### src/rtl/countdown_timer.sv
// Programmable down-counter with load, start/stop, optional auto-reload and a one-cycle
// expiry pulse. Control priority is load > stop > start.
module countdown_timer #(
    parameter int unsigned DATA_WIDTH = 16
) (
    input  logic                  clk,
    input  logic                  reset,
    input  logic                  load,
    input  logic [DATA_WIDTH-1:0] load_value,
    input  logic                  start,
    input  logic                  stop,
    input  logic                  auto_reload,
    output logic [DATA_WIDTH-1:0] count,
    output logic                  running,
    output logic                  done
);

    localparam logic [1:0] StIdle    = 2'd0;
    localparam logic [1:0] StRun     = 2'd1;
    localparam logic [1:0] StPaused  = 2'd2;
    localparam logic [1:0] StExpired = 2'd3;

    logic [1:0]            state_q, state_d;
    logic [DATA_WIDTH-1:0] count_d;
    logic [DATA_WIDTH-1:0] reload_q, reload_d;
    logic                  done_d;
    logic                  tick;

    always_comb begin
        state_d  = state_q;
        count_d  = count;
        reload_d = reload_q;
        done_d   = 1'b0;
        tick     = 1'b0;

        if (load) begin
            count_d  = load_value;
            reload_d = load_value;
            state_d  = StIdle;
        end else if (stop) begin
            if (state_q == StRun) begin
                state_d = StPaused;
            end
        end else begin
            // The start edge itself counts as the first tick; a zero count can never run.
            case (state_q)
                StIdle, StPaused: tick = start && (count != '0);
                StRun:            tick = (count != '0);
                default:          tick = 1'b0;
            endcase

            if (tick) begin
                state_d = StRun;
                if (count == DATA_WIDTH'(1)) begin
                    done_d = 1'b1;
                    if (auto_reload) begin
                        count_d = reload_q;
                    end else begin
                        count_d = '0;
                        state_d = StExpired;
                    end
                end else begin
                    count_d = count - DATA_WIDTH'(1);
                end
            end
        end
    end

    always_ff @(posedge clk or posedge reset) begin
        if (reset) begin
            state_q  <= StIdle;
            count    <= '0;
            reload_q <= '0;
            running  <= 1'b0;
            done     <= 1'b0;
        end else begin
            state_q  <= state_d;
            count    <= count_d;
            reload_q <= reload_d;
            running  <= (state_d == StRun);
            done     <= done_d;
        end
    end

endmodule

### config.mk
export PLATFORM = sky130hd
export DESIGN_NAME = countdown_timer
export DESIGN_NICKNAME = d
export VERILOG_FILES = /design/src/rtl/countdown_timer.sv
export SDC_FILE = /design/constraint.sdc
export NUM_CORES = 1
export LEC_CHECK = 0
export ABC_CLOCK_PERIOD_IN_PS = 2700
export BUFFER_PORTS_ARGS = -buffer_cell sky130_fd_sc_hd__buf_2
export CORE_MARGIN = 4
export CORE_UTILIZATION = 50
export DETAILED_ROUTE_END_ITERATION = 16
export PLACE_DENSITY = 0.81
export SETUP_SLACK_MARGIN = 0.5
export SYNTH_ARGS = -nofsm -noshare
export SYNTH_HDL_FRONTEND = slang
export SYNTH_SLANG_ARGS = --single-unit
### constraint.sdc
create_clock -name clk -period 2.7 [get_ports clk]
set_clock_uncertainty 0.2 [all_clocks]
set_input_delay 0.27 -clock clk [delete_from_list [all_inputs] [get_ports clk]]
set_output_delay 0.27 -clock clk [all_outputs]
set_load 0.1 [all_outputs]
After elaboration in Yosys (flattened, before gate mapping):

Cells that the tools add are included.

* reduce and logical (&&, ||, !) cells: 6
* add/subtract/negate cells: 1
* muxes and demuxes: 18
* equal/unequal tests: 5

Operator list (number)
* 16-bit two-way mux: 5
* 16-bit by 1-bit equality test with 1-bit output, second input constant: 1
* 16-bit nonzero test: 1
* 16-bit by 1-bit subtractor with 16-bit output, second input constant: 1
* 2-bit two-way mux: 6
* 1-bit two-way mux: 6
* 2-bit by 1-bit equality test with 1-bit output, second input constant: 2
* 2-bit equality test, second input constant: 1
* 2-bit zero test: 1
* 2-bit inequality test, second input constant: 1
* 1-bit case mux with 2 select lines: 1
* 2-bit AND reduction: 1
* 2-bit nonzero test: 1
* 2-bit OR reduction: 1
* 1-bit logical AND: 1

* input port bits: 22
* logic and storage cells: 35
* register bits after elaboration: 36

Depth between registers and ports, before layout:

* depth after elaboration: 9
* depth in mapped cells: 9
* gate-level depth less buffers: 7

Least setup slack after synthesis:

No wires, ideal clock.

* kind: register to register
* start point: register count[1]
* end point: register count[1]
* data required time: 2.366 ns
* setup time: 0.134 ns
* setup slack: -0.105 ns
* stages on the path, launching flop included: 9
* clock period less this slack: 2.805 ns
* arrival time: 2.471 ns
* cell sequence: dfrtp_1 inv_1 ha_1 nor4b_2 and4_1 buf_6 buf_6 a311oi_1 o22ai_1

* longest elaborated chain between the ends: 7

Ends and longest elaborated chain
* start: declaration: line 13 `output logic [DATA_WIDTH-1:0] count,`
* start signal: assignment: line 78 `count <= count_d;`
* branches (longest 7 deep; another with 16-bit by 1-bit subtractor with 16-bit output)

Parallel ways; which one is timed is not known. The select of a mux whose other input is x is not followed.
A chain may end at the register's enable or synchronous reset.

Final worst setup path:

* start point: register count[1]
* end point: register count[10]

The elaborated chain is that of the path after synthesis.

==> key figures <==
Outcome
  – Status: complete, no violations

Yosys
  – EDFF count, synth: 0
  – Area share of the leading cell type in the synthesized netlist: 0.427
  – Mean Syn Cell Area: 9.56 um^2
  – Top post-synthesis cells by area: dfrtp_1, a21oi_1, o2bb2ai_1
  – Flops & latches, synth: 36
  – Yosys warnings: 0
  – Cells after Synth: 221
  – Post-synth top cells: dfrtp_1, nand2_1, nor2_1
  – Largest area contributor in the netlist: dfrtp_1
  – Synth cell types: 57
  – Post-synthesis sequential area ratio: 0.427
  – Asr flop ratio synth: 1.00
  – Main synth FF type: dfrtp_1
  – Most common cell in the netlist: dfrtp_1
  – Synth Net Count: 246
  – Mapped Area: 0.00211 mm^2

Floorplan
  – Die Y: 73.0 um
  – Core ar.: 0.00403 mm^2
  – Die area: 0.00533 mm^2
  – IO Count: 40
  – Initial core utilization: 0.524
  – Width of the die: 73.0 um
  – # rows: 23

Critical path
  – Worst R2R Setup Slack: 0.43 ns
  – Setup crit start kind: register
  – Slowest stage delay, CP: 0.51 ns
  – Worst R2R Path Depth: 9
  – Crit path cell chain: inv_4 > ha_4 > nor4b_4 > and4_4 > buf_12 > buf_4 > o41ai_2 > a21oi_2 > o2bb2ai_2
  – CP max stage cell: dfrtp_4
  – Crit. path cell count: 9
  – Crit path max fanout: 6
  – Crit path capture type: register
  – Worst EP arrival: 2.24 ns
  – Crit path kind: reg -> reg
  – CP top delay family: simple AND/OR/NAND/NOR gates
  – Worst Setup EP: count[10]
  – Buf/Inv on CP: 3
  – Data required time of the critical path: 2.68 ns
  – FF-to-FF End: count[10]
  – Worst setup path startpoint: count[1]
  – Reg-to-reg startpoint: count[1]

Clock network
  – Worst-Skew Late Latency: 0.30 ns
  – H-tree depth: 2
  – CTS tree: done
  – Root Driver: clkbuf_8
  – Num Clock Sinks: 36
  – Max Root-Sink Buffers: 2
  – CTS buffer count: 5
  – Reg clk slew, reported paths: 0.07 ns

Hold path
  – Worst Hold Depth: 3
  – Hold WC Path Type: in -> reg

Pwr
  – Comb pwr share: 0.380
  – Switching Fraction: 0.434
  – Seq pwr share: 0.396
  – PwrDens: 642 mW/mm^2
  – Static leakage: 1.23 nW
  – Clk network pwr share: 0.224
  – Worst IR drop on VDD: 0.000374 V
  – Pint: 1.02 mW
  – Psw: 783 uW

Layout
  – Ant diodes: 0
  – Final #Nets: 307
  – Area growth syn-to-layout: 33.3%
  – Final cell count without fillers: 333
  – Final Cell Area: 0.00282 mm^2
  – Fraction of final layout cells with drive strength greater than 1: 0.442

Routing
  – Drt via density: 6.56
  – Wire per inst: 19.5 um
  – Via count: 2185
  – Iteration-0 DRC Markers: 332
  – Antenna Nets Post-Route: 0
  – Drt first pass iters: 5
  – # DRC: 0
  – Wirelength, routed: 6510 um

GRT
  – First-pass GRT wire length: 9570 um
  – Antenna violations before repair: 0
  – Pin count of the biggest net entering global routing: 44
  – Vias in the first global route: 1943
  – GRT Overall Usage: 0.234
  – Overflow after GRT: 0

STA
  – Min Hold Slack: 0.00688 ns
  – Slew Limit Fails: 0
  – Setup violators final: 0
  – Slew @ Worst Pin: 0.861 ns
  – RSZ-0062 raised after global routing: yes
  – Setup TNS: 0 ns
  – Post-layout minimum cycle time: 2.27 ns
  – Fmax: 441 MHz
  – Number of hold violations in the final report: 0
  – Crit share post-route: 0.839
  – Max-slew headroom: 0.426

Placed design
  – PortBufs: 39
  – Gp weighted congestion: 0.875
  – Dpl hpwl: 3820 um
  – Placed insts: 304
  – DP Area: 0.00240 mm^2

Run
  – Max-cap violations: 0
==> state kept, by name, summed over array words and instances (netlist names) <==
| register | count |
|---|---|
| count | 16 |
| running | 1 |
| done | 1 |
| state_q | 2 |
| reload_q | 16 |
==> kinds of logic (layout without fill, tap and decap cells) <==
group,Yosys count,count (layout),synth area share
AOI/OAI and AO/OA,75,75,0.251
and+or+nand+nor,71,71,0.197
DFF,36,36,0.427
buffers and inverters,27,89,0.0628
muxes,8,8,0.0409
adders and majority gates,3,3,0.0178
xor gates and xnor gates,1,1,0.00415
==> power by group through the flow <==
| stage | Clock [mW] | Sequential, mW | Combinational (mW) |
|---|---|---|---|
| 2_1_floorplan | 0 | 0.952 | 0.221 |
| 3_3_place_gp | 0 | 0.706 | 0.581 |
| 3_5_place_dp | 0 | 0.709 | 0.588 |
| 4_1_cts | 0.404 | 0.707 | 0.598 |
| 5_1_grt | 0.440 | 0.723 | 0.719 |
| 6_report | 0.405 | 0.716 | 0.686 |
==> per-stage QoR <==
stage / setup WS, ns / total power [mW] / util
4_1_cts: 0.479 / 1.71 / 0.632
5_1_grt: 0.401 / 1.88 / 0.699
3_3_place_gp: 0.324 / 1.29 / 0.595
2_1_floorplan: 0.445 / 1.17 / -
6_report: 0.434 / 1.81 / 0.699
3_5_place_dp: 0.258 / 1.30 / 0.595
==> how the worst min path moves through the flow <==
stage,startpoint,end,slack (ns)
6_report,load_value[8],reload_q[8],0.007
5_1_grt,load_value[10],reload_q[10],0.01
4_1_cts,load_value[11],reload_q[11],0.006
3_5_place_dp,reset,reload_q[15],0.20
3_3_place_gp,reset,reload_q[3],0.19
2_1_floorplan,load_value[6],reload_q[6],0.20
==> timing repair <==
| item | in CTS | in global routing |
|---|---|---|
| gates resized for setup | 8 | 24 |
| buffers inserted | 1 | 19 |
| endpoints found under the setup margin | 17 | 15 |
| hold buffers | 1 | 0 |
| pin swaps | 0 | 18 |
| endpoints found under the hold margin | 36 | 0 |
==> layout by cell type (no fill, tap or decap), types with 3 or more instances in the layout <==
cell | netlist | layout
buf_2 | 1 | 39
buf_4 | 2 | 23
dfrtp_1 | 36 | 20
nand2_1 | 18 | 17
nor2_1 | 15 | 15
inv_1 | 14 | 13
dfrtp_2 | 0 | 12
o21ai_0 | 10 | 10
o22ai_1 | 10 | 10
a21oi_1 | 14 | 9
o2bb2ai_1 | 8 | 6
clkbuf_8 | 0 | 6
mux2_2 | 5 | 5
nor3_1 | 5 | 5
a21o_1 | 5 | 5
a21oi_2 | 0 | 5
nand2b_1 | 4 | 4
a32o_1 | 4 | 4
and2_1 | 4 | 4
dfrtp_4 | 0 | 4
nor4_4 | 1 | 3
o41ai_2 | 0 | 3
nand3_1 | 4 | 3
mux2i_1 | 3 | 3
o21ai_1 | 3 | 3
==> metal layers <==
layer  GRT usage  part of all wire  vias to the layer above  wire, um
li1            -                 -                      951         -
met1       0.329              0.40                     1063      2630
met2       0.331              0.47                      149      3060
met3      0.0551             0.096                       22       622
met4       0.125             0.031                        0       199
met5           0                 0                        -         0
==> cell type report <==
cell class              instances  area (um^2)
clock buffers                   8         90.1
fillers                       286         1210
inverters                      15         58.8
multi-input cells             158         1250
flip-flops and latches         36          931
well taps                      50         62.6
repair buffers                 66          420
==> tightest hold or removal path, delay by kind of cell <==
| kind | cells | cell delay (ns) |
|---|---|---|
| simple gates | 1 | 0.05 |
| buf+inv | 1 | 0.07 |
| compound gates | 1 | 0.07 |
Note: power is estimated with default switching activity, not from simulation.
